`src/rtl/ascon_permutation_sequencer_if.sv`:
```
// Request/response and round-datapath signals of the ASCON permutation sequencer.
// The master side is the mode FSM together with the combinational round datapath.
interface ascon_permutation_sequencer_if;
    logic              i_start;
    logic [3:0]        i_num_rounds;
    logic [4:0][63:0]  i_state;
    logic              o_ready;
    logic [7:0]        o_round_constant;
    logic [4:0][63:0]  o_round_state;
    logic [4:0][63:0]  i_round_state;
    logic              o_valid;
    logic [4:0][63:0]  o_state;

    modport master (
        output i_start, i_num_rounds, i_state, i_round_state,
        input  o_ready, o_round_constant, o_round_state, o_valid, o_state
    );

    modport slave (
        input  i_start, i_num_rounds, i_state, i_round_state,
        output o_ready, o_round_constant, o_round_state, o_valid, o_state
    );
endinterface

```
`src/rtl/ascon_permutation_sequencer.sv`:
```
// Steps the 320-bit ASCON state through p^a / p^b, one round per clock, using an
// external combinational round datapath fed with the state and round constant.
module ascon_permutation_sequencer #(
    parameter int NUM_ROUNDS_MAX = 12
) (
    input  logic                          clock,
    input  logic                          reset_n,
    ascon_permutation_sequencer_if.slave  bus
);

    localparam logic [3:0] ROUNDS_MAX = 4'(NUM_ROUNDS_MAX);
    localparam logic [3:0] LAST_IDX   = 4'(NUM_ROUNDS_MAX - 1);

    typedef enum logic [1:0] {
        IDLE,
        RUN,
        DONE
    } fsm_t;

    fsm_t             fsm_reg;
    logic [3:0]       round_idx_reg;
    logic [4:0][63:0] state_reg;
    logic [4:0][63:0] result_reg;
    logic             ready_reg;
    logic             valid_reg;
    logic [7:0]       constant_reg;

    logic [3:0]       n_eff;
    logic [3:0]       start_idx;

    // Requests longer than the full permutation are clamped; a short request runs
    // the tail of the schedule so the last round always uses the final constant.
    always_comb begin
        n_eff     = (bus.i_num_rounds > ROUNDS_MAX) ? ROUNDS_MAX : bus.i_num_rounds;
        start_idx = ROUNDS_MAX - n_eff;
    end

    function automatic logic [7:0] round_constant(input logic [3:0] idx);
        return {4'hF - idx, idx};
    endfunction

    always_ff @(posedge clock) begin
        if (!reset_n) begin
            fsm_reg       <= IDLE;
            round_idx_reg <= '0;
            state_reg     <= '0;
            result_reg    <= '0;
            ready_reg     <= 1'b1;
            valid_reg     <= 1'b0;
            constant_reg  <= 8'h00;
        end else begin
            valid_reg <= 1'b0;
            case (fsm_reg)
                IDLE: begin
                    if (bus.i_start) begin
                        state_reg     <= bus.i_state;
                        round_idx_reg <= start_idx;
                        ready_reg     <= 1'b0;
                        if (n_eff == 4'd0) begin
                            // Zero rounds: the input state is the result.
                            fsm_reg    <= DONE;
                            valid_reg  <= 1'b1;
                            result_reg <= bus.i_state;
                        end else begin
                            fsm_reg      <= RUN;
                            constant_reg <= round_constant(start_idx);
                        end
                    end
                end
                RUN: begin
                    state_reg     <= bus.i_round_state;
                    round_idx_reg <= round_idx_reg + 4'd1;
                    if (round_idx_reg == LAST_IDX) begin
                        fsm_reg      <= DONE;
                        valid_reg    <= 1'b1;
                        result_reg   <= bus.i_round_state;
                        constant_reg <= 8'h00;
                    end else begin
                        constant_reg <= round_constant(round_idx_reg + 4'd1);
                    end
                end
                DONE: begin
                    fsm_reg   <= IDLE;
                    ready_reg <= 1'b1;
                end
                default: begin
                    fsm_reg   <= IDLE;
                    ready_reg <= 1'b1;
                end
            endcase
        end
    end

    assign bus.o_ready          = ready_reg;
    assign bus.o_valid          = valid_reg;
    assign bus.o_round_constant = constant_reg;
    assign bus.o_round_state    = state_reg;
    assign bus.o_state          = result_reg;

endmodule

```
`src/flat_wrapper.sv`:
```
// flat-port wrapper written by rule: the top's interface ports become plain ports
module ascon_permutation_sequencer_flat 
#(
    parameter int NUM_ROUNDS_MAX = 12
)
  (clock, reset_n, bus_i_start, bus_i_num_rounds, bus_i_state, bus_i_round_state, bus_o_ready, bus_o_round_constant, bus_o_round_state, bus_o_valid, bus_o_state);
  ascon_permutation_sequencer_if bus_i ();
  input  logic clock;
  input  logic reset_n;
  input wire logic [$bits(bus_i.i_start)-1:0] bus_i_start;
  input wire logic [$bits(bus_i.i_num_rounds)-1:0] bus_i_num_rounds;
  input wire logic [$bits(bus_i.i_state)-1:0] bus_i_state;
  input wire logic [$bits(bus_i.i_round_state)-1:0] bus_i_round_state;
  output wire logic [$bits(bus_i.o_ready)-1:0] bus_o_ready;
  output wire logic [$bits(bus_i.o_round_constant)-1:0] bus_o_round_constant;
  output wire logic [$bits(bus_i.o_round_state)-1:0] bus_o_round_state;
  output wire logic [$bits(bus_i.o_valid)-1:0] bus_o_valid;
  output wire logic [$bits(bus_i.o_state)-1:0] bus_o_state;
  assign bus_i.i_start = bus_i_start;
  assign bus_i.i_num_rounds = bus_i_num_rounds;
  assign bus_i.i_state = bus_i_state;
  assign bus_i.i_round_state = bus_i_round_state;
  assign bus_o_ready = bus_i.o_ready;
  assign bus_o_round_constant = bus_i.o_round_constant;
  assign bus_o_round_state = bus_i.o_round_state;
  assign bus_o_valid = bus_i.o_valid;
  assign bus_o_state = bus_i.o_state;
  ascon_permutation_sequencer #(.NUM_ROUNDS_MAX(NUM_ROUNDS_MAX)) u_core (.clock(clock), .reset_n(reset_n), .bus(bus_i));
endmodule
```
`config.mk`:
```
export PLATFORM = sky130hd
export DESIGN_NAME = ascon_permutation_sequencer_flat
export DESIGN_NICKNAME = d
export VERILOG_FILES = /design/src/rtl/ascon_permutation_sequencer_if.sv /design/src/rtl/ascon_permutation_sequencer.sv /design/src/flat_wrapper.sv
export SDC_FILE = /design/constraint.sdc
export NUM_CORES = 1
export LEC_CHECK = 0
export CORE_AREA = 8 8 499 501
export DETAILED_ROUTE_END_ITERATION = 10
export DIE_AREA = 0 0 507 509
export SKIP_LAST_GASP = 1
export SYNTH_ARGS = -nofsm -noshare
export SYNTH_HDL_FRONTEND = slang
export SYNTH_SLANG_ARGS = --single-unit
```
`constraint.sdc`:
```
create_clock -name clock -period 2.7 [get_ports clock]
set_clock_uncertainty 0.1 [all_clocks]
set_input_delay 0.27 -clock clock [delete_from_list [all_inputs] [get_ports clock]]
set_output_delay 0.27 -clock clock [all_outputs]
set_load 0.02 [all_outputs]
```
==> results of run 1 <==
[synth_stat cells]
| library cell | n |
|---|---|
| nand3b_1 | 2 |
| nor2_1 | 5 |
| nor3b_1 | 1 |
| o41a_1 | 1 |
| buf_2 | 97 |
| a32o_1 | 1 |
| dfxtp_1 | 656 |
| or4_1 | 1 |
| o221ai_1 | 1 |
| o221a_2 | 2 |
| nand2b_1 | 2 |
| and3_1 | 2 |
| or3b_1 | 1 |
| inv_1 | 2 |
| clkbuf_1 | 125 |
| a21oi_1 | 5 |
| mux2i_1 | 321 |
| o41ai_1 | 1 |
| a21boi_0 | 2 |
| buf_4 | 11 |
| o21a_1 | 1 |
| ha_1 | 2 |
| nor2b_1 | 2 |
| nand2_1 | 651 |
| nor3_1 | 4 |
| o21ai_0 | 5 |
| nand4b_1 | 1 |
| or3_1 | 1 |
| xnor2_1 | 2 |
| and3b_1 | 3 |
| buf_1 | 22 |
| o311ai_0 | 1 |
| nand3_1 | 1 |
| o211a_1 | 643 |
| o21bai_1 | 1 |
| a221oi_2 | 1 |
| a221oi_1 | 1 |
| o21ba_2 | 1 |
[routing by layer]
| metal | global-route usage, % | share of wire, % | vias up | wire length, microns |
|---|---|---|---|---|
| met1 | 14.99 | 38 | 12640 | 71170 |
| met3 | 6.394 | 11 | 173 | 21490 |
| li1 | - | - | 12120 | - |
| met4 | 4.716 | 3.1 | 8 | 5740 |
| met5 | 0 | 0.028 | - | 52 |
| met2 | 23.16 | 47 | 1171 | 88530 |
[power by group]
part           total [mW]  switching (mW)  internal, mW  leakage (nW)
Sequential           11.2           0.561          10.6          5.42
Combinational        8.64            4.76          3.88          16.7
Clock                11.6            4.85          6.71          1.35
[layout make-up]
| cell class | count | area share [%] |
|---|---|---|
| diodes | 12 | 0.06277 |
| clock buffers | 118 | 4.906 |
| clock inverters | 31 | 0.9938 |
| inverters | 2 | 0.01569 |
| multi-input cells | 1669 | 26.14 |
| flip-flops and latches | 656 | 27.45 |
| well taps | 3202 | 8.374 |
| repair buffers | 1559 | 32.06 |
[path summary, 6_finish.rpt]
| check | cells after the start | to |
|---|---|---|
| setup reg to reg | 7 | u_core.bus.o_round_state[106] |
| setup / recovery | 7 | u_core.bus.o_round_state[106] |
| hold reg to reg | 2 | u_core.bus.o_round_constant[2] |
| hold / removal | 4 | u_core.bus.o_round_state[239] |
[stage by stage]
step                      hold slack, ns  utilization (%)  power (mW)  setup WS (ns)  std cells
after floorplan                   0.3981                -       14.75         0.6049       2582
after global placement            0.3558            18.63       20.16        -0.2969       7087
after detailed placement          0.3690            18.63       20.22        -0.2811       7087
after CTS                         0.1113            19.81       32.13         0.1418       7237
after global routing              0.1803            19.81       32.86        0.03718       7246
final                             0.2259            19.82       31.37         0.1143       7249
[critical path, stage by stage, from the launching register on]
cell	delay (ns)
dfxtp_1	0.42
nor2b_4	0.22
buf_12	0.22
buf_4	0.31
mux2i_1	0.57
buf_4	0.25
nand2_1	0.07
o211a_1	0.13
[cell families (layout without fill, tap and decap cells)]
logic type / after synthesis / after routing / share of synthesized area (%)
AO/OA/AOI/OAI: 667 / 667 / 24.76
XOR/XNOR: 2 / 2 / 0.06552
adder cells (fa/ha/maj): 2 / 2 / 0.09357
buffers and inverters: 257 / 1710 / 4.216
flip-flops: 656 / 656 / 49.11
multiplexers: 321 / 321 / 12.02
other: 0 / 12 / 0
AND/OR/NAND/NOR: 677 / 677 / 9.742
==> qor.txt, run 1 <==
outcome = finished, final reports clean
DIE AREA = 258100 sq um
HPWL after detailed placement = 160.9 mm
DR pass1 iterations = 8
worst skew pair latency = 0.70 ns
Vias/cell = 3.602
Peak Freq = 386.7 MHz
min-delay src = bus_i_state[239]
CP Max Fanout = 21
global-route wire length before repair = 241.6 mm
fill count = 26560
startpoint types = flop
# DRC = 0
max_slew headroom = 52.28%
share of cells above drive strength 1 = 10.38%
post-synth top area cell = dfxtp_1
clk slew on worst S/H paths = 0.06 ns
top-area cell type share of the netlist area = 49.11%
largest net degree at the start of global routing = 109
Fin Setup TNS = 0 ns
H-tree levels = 3
Reg2Reg Launch Point = u_core.fsm_reg[1]
DP Area = 44980 sq um
Pwr per Cell Area = 655.8 nW/um^2
DR vias = 26110
Final Hold Vio Count = 0
Post-CTS Hold Fix Bufs = 1
final WL = 187.0 mm
CTS Buf Count = 82
GR Util All Layers = 13.65%
sequential fraction of the synthesis area = 49.11%
R2R Setup Slk = 0.11 ns
antenna violations before repair = 36
Final #Nets = 4619
total of max-cap violations = 0
Area Growth Syn to Fin = 78.91%
gr ovfl total = 0
Unique masters post-synth = 38
VDD IR max = 0.3804 mV
crit path time final = 2.586 ns
CTS tree = built
Die H = 509 microns
syn_nets = 3231
Final ANT Viol Nets = 0
# port buffers = 1296
Mapped Cells = 2582
worst path arrival time = 3.06 ns
Setup CP Type = reg -> reg
Synthesis Warnings = 0
1st-iter DRT viols = 1602
Horiz. Die Dim = 507 microns
gpl congestion = 0.9089
CTS sink count = 656
IO Pins = 1297
most frequent cells in the layout = clkdlybuf4s50_1, dfxtp_1, nand2_1
Cell Rows = 181
routed len/inst = 25.80 microns
most common cell after layout, fill and taps aside = clkdlybuf4s50_1
Final Max Slew Viols = 0
FF+latch count, synth = 656
RSZ-0062 raised after global routing = false
post-CTS setup buffer count = 0
crit end category = flop
Post-Syn Area = 26740 sq um
multi-input logic area = 12510 sq um
Pleak = 23.45 nW
Least-Margin Pin Slew = 0.7135 ns
Starting Density = 11.08%
root buf cell = clkbuf_16
crit share post-route = 95.77%
FF+latch area = 13130 sq um
Worst Path Required = 3.18 ns
Max clock buf depth = 3
Critical path origin = u_core.fsm_reg[1]
final setup fails = 0
vias in the first global route = 26770
Avg Cell Area, Syn = 10.36 sq um
top cells by area, synth = dfxtp_1, o211a_1, mux2i_1
Core Region = 241400 sq um
CTS resizes = 0
fin area = 47840 sq um
Hold Crit Class = in -> reg
Power figures use the tool's default switching activity.
==> run 2, diff against run 1 <==
- ABC_AREA: default -> 1
- CORE_AREA: 8 8 499 501 -> 8 8 492 494
- DIE_AREA: 0 0 507 509 -> 0 0 500 502
==> qor.txt, run 2 <==
outcome = finished, final reports clean (unchanged)
vias in the first global route = 33490 (was 26770)
syn_nets = 4251 (was 3231)
most frequent cells in the layout = clkdlybuf4s50_1, nand2_1, dfxtp_1 (was clkdlybuf4s50_1, dfxtp_1, nand2_1)
reg2reg path depth = 7 (unchanged)
Unique masters post-synth = 21 (was 38)
1st-iter DRT viols = 2618 (was 1602)
crit share post-route = 94.54% (was 95.77%)
Hold Crit Class = in -> reg (unchanged)
startpoint types = flop (unchanged)
Final Max Slew Viols = 0 (unchanged)
Max clock buf depth = 3 (unchanged)
gr ovfl total = 0 (unchanged)
Synthesis Warnings = 0 (unchanged)
Mapped Cells = 3602 (was 2582)
HPWL after detailed placement = 181.5 mm (was 160.9 mm)
pre-CTS setup slack = -0.2711 ns (was -0.2811 ns)
Layout Utilization = 21.73% (was 19.82%)
Critical path origin = u_core.fsm_reg[0] (was u_core.fsm_reg[1])
Final #Nets = 5931 (was 4619)
combinational power share = 34.5% (was 27.5%)
EDFF count, synth = 0 (unchanged)
gpl congestion = 0.9200 (was 0.9089)
Avg Cell Area, Syn = 7.211 sq um (was 10.36 sq um)
CTS sink count = 656 (unchanged)
most common cell after layout, fill and taps aside = clkdlybuf4s50_1 (unchanged)
Psw = 13.57 mW (was 10.17 mW)
min-delay src = bus_i_round_state[297] (was bus_i_state[239])
# DRC = 0 (unchanged)
Synth Flop Type = dfxtp_1 (unchanged)
# port buffers = 1296 (unchanged)
Pwr per Cell Area = 722.2 nW/um^2 (was 655.8 nW/um^2)
top cells by area, synth = dfxtp_1, nand2_1, o21ai_0 (was dfxtp_1, o211a_1, mux2i_1)
root buf cell = clkbuf_16 (unchanged)
Clock power frac = 33.2% (was 36.8%)
switching portion of total power = 36.96% (was 32.41%)
post-synth top area cell = dfxtp_1 (unchanged)
share of flip-flops with an asynchronous set or reset = 0% (unchanged)
Cell Rows = 178 (was 181)
largest net degree at the start of global routing = 150 (was 109)
Starting Density = 11.10% (was 11.08%)
DR pass1 iterations = 6 (was 8)
Area Growth Syn to Fin = 95.78% (was 78.91%)
H-tree levels = 3 (unchanged)
antenna violations before repair = 65 (was 36)
CTS Buf Count = 88 (was 82)
Pleak = 19.91 nW (was 23.45 nW)
Least-Margin Pin Slew = 0.7219 ns (was 0.7135 ns)
max_slew headroom = 51.72% (was 52.28%)
clk slew on worst S/H paths = 0.06 ns (about the same)
Post-synth top cells = nand2_1, dfxtp_1, nor2_1 (was dfxtp_1, nand2_1, o211a_1)
Horiz. Die Dim = 500 microns (was 507 microns)
CTS tree = built (unchanged)
cell with the most instances after synthesis = nand2_1 (was dfxtp_1)
Vias/cell = 3.895 (was 3.602)
Fin Setup TNS = 0 ns (unchanged)
reg2reg end = u_core.bus.o_round_state[116] (was u_core.bus.o_round_state[106])
VDD IR max = 0.5281 mV (was 0.3804 mV)
IO Pins = 1297 (unchanged)
worst path arrival time = 3.12 ns (was 3.06 ns)
top-area cell type share of the netlist area = 50.56% (was 49.11%)
CTS resizes = 0 (unchanged)
FF+latch count, synth = 656 (unchanged)
DP Area = 43060 sq um (was 44980 sq um)
Final Hold Vio Count = 0 (unchanged)
global-route wire length before repair = 290.2 mm (was 241.6 mm)
Final ANT Viol Nets = 0 (unchanged)
Reg2Reg Launch Point = u_core.fsm_reg[0] (was u_core.fsm_reg[1])
share of cells above drive strength 1 = 5.193% (was 10.38%)
Peak Freq = 391.8 MHz (was 386.7 MHz)
Int Power = 23.15 mW (was 21.21 mW)
sequential fraction of design power = 32.3% (was 35.6%)
worst skew pair latency = 0.72 ns (was 0.70 ns)
Core Region = 234100 sq um (was 241400 sq um)
GR Util All Layers = 16.62% (was 13.65%)
CP Max Fanout = 149 (was 21)
crit path time final = 2.552 ns (was 2.586 ns)
Setup CP Type = reg -> reg (unchanged)
DR vias = 33220 (was 26110)
Worst Path Required = 3.27 ns (was 3.18 ns)
final WL = 220.9 mm (was 187.0 mm)
RSZ-0062 raised after global routing = false (unchanged)
Post-Syn Area = 25970 sq um (was 26740 sq um)
CP endpoint = u_core.bus.o_round_state[116] (was u_core.bus.o_round_state[106])
final setup fails = 0 (unchanged)
final worst slack = 0.1475 ns (was 0.1143 ns)
routed len/inst = 25.90 microns (was 25.80 microns)
fin area = 50850 sq um (was 47840 sq um)
crit end category = flop (unchanged)
total of max-cap violations = 0 (unchanged)
Die H = 502 microns (was 509 microns)
R2R Setup Slk = 0.15 ns (was 0.11 ns)
DIE AREA = 251000 sq um (was 258100 sq um)
sequential fraction of the synthesis area = 50.56% (was 49.11%)
[run 2: changes by cell type after synthesis, moves of 13 or more]
cell and change:
o21ai_1 +108, nor2_1 +646, nand2_1 +344, o211a_1 -643
nand3_1 +13, clkbuf_1 +68, a31oi_1 +321, mux2i_1 -321
buf_2 -32, inv_1 +13, o21ai_0 +532
[run 2: logic make-up (layout without fill, tap and decap cells)]
logic type	Yosys count	count (layout)	share of synthesized area (%)
and+or+nand+nor	1664	1664	24.19
AOI/OAI and AO/OA	977	977	20.39
DFF	656	656	50.56
buffers and inverters	303	2054	4.764
adders and majority gates	2	2	0.09633
other	0	25	0
[run 2: worst min-delay path by stage]
stage | to | slack [ns] | cells past startpoint
3_3_place_gp | u_core.bus.o_round_constant[6] | 0.36 | 2
6_report | u_core.bus.o_round_state[297] | 0.10 | 3
2_1_floorplan | u_core.bus.o_ready | 0.34 | 3
3_5_place_dp | u_core.bus.o_round_constant[6] | 0.36 | 2
5_1_grt | u_core.bus.o_round_state[102] | 0.04 | 3
4_1_cts | u_core.bus.o_round_state[44] | 0.0002 | 3
[run 2: worst max-delay path, stage by stage (launching register included)]
cell and delay, ns:
dfxtp_1 0.47, nor2_1 0.12, nor2_4 0.13, buf_4 0.15
buf_12 0.36, o21ai_0 0.22, a31oi_1 0.19, dlygate4sd3_1 0.58
[run 2: power groups by stage]
stage,clock (mW),sequential [mW],combinational [mW]
floorplan,0,13.4,3.23
global placement,0,12.0,12.0
detailed placement,0,12.0,12.0
CTS,12.7,11.9,12.9
global route,13.0,12.0,13.7
finish,12.2,11.9,12.7
[run 2: through the flow]
stage / total power, mW / cells / hold slack (ns)
4_1_cts: 37.41 / 8500 / 0.0001949
3_3_place_gp: 23.94 / 7868 / 0.3557
3_5_place_dp: 24.00 / 7868 / 0.3625
5_1_grt: 38.63 / 8524 / 0.03659
6_report: 36.73 / 8528 / 0.1008
2_1_floorplan: 16.67 / 3602 / 0.3383
[run 2: layout make-up]
type / count / area (sq um)
clock inverter: 44 / 534.3
multi-input combinational: 2643 / 11620
inverter: 18 / 82.58
antenna: 25 / 62.56
tap: 3150 / 3941
fill: 25810 / 183200
sequential: 656 / 13130
clock buffer: 117 / 2461
timing repair buffer: 1875 / 19010
[run 2: metal layers]
layer | track usage (%) | up-vias | wire length, microns
met5 | 0 | - | 41
met4 | 6.394 | 6 | 9584
met3 | 9.433 | 358 | 29110
met2 | 27.44 | 1664 | 100700
met1 | 17.63 | 15780 | 81480
li1 | - | 15410 | -
[run 2: timing repair]
item                                   in CTS  in global routing
buffers inserted                            0                  3
setup endpoints to repair                   0                 23
hold buffers                              471                  0
endpoints found under the hold margin     293                  0
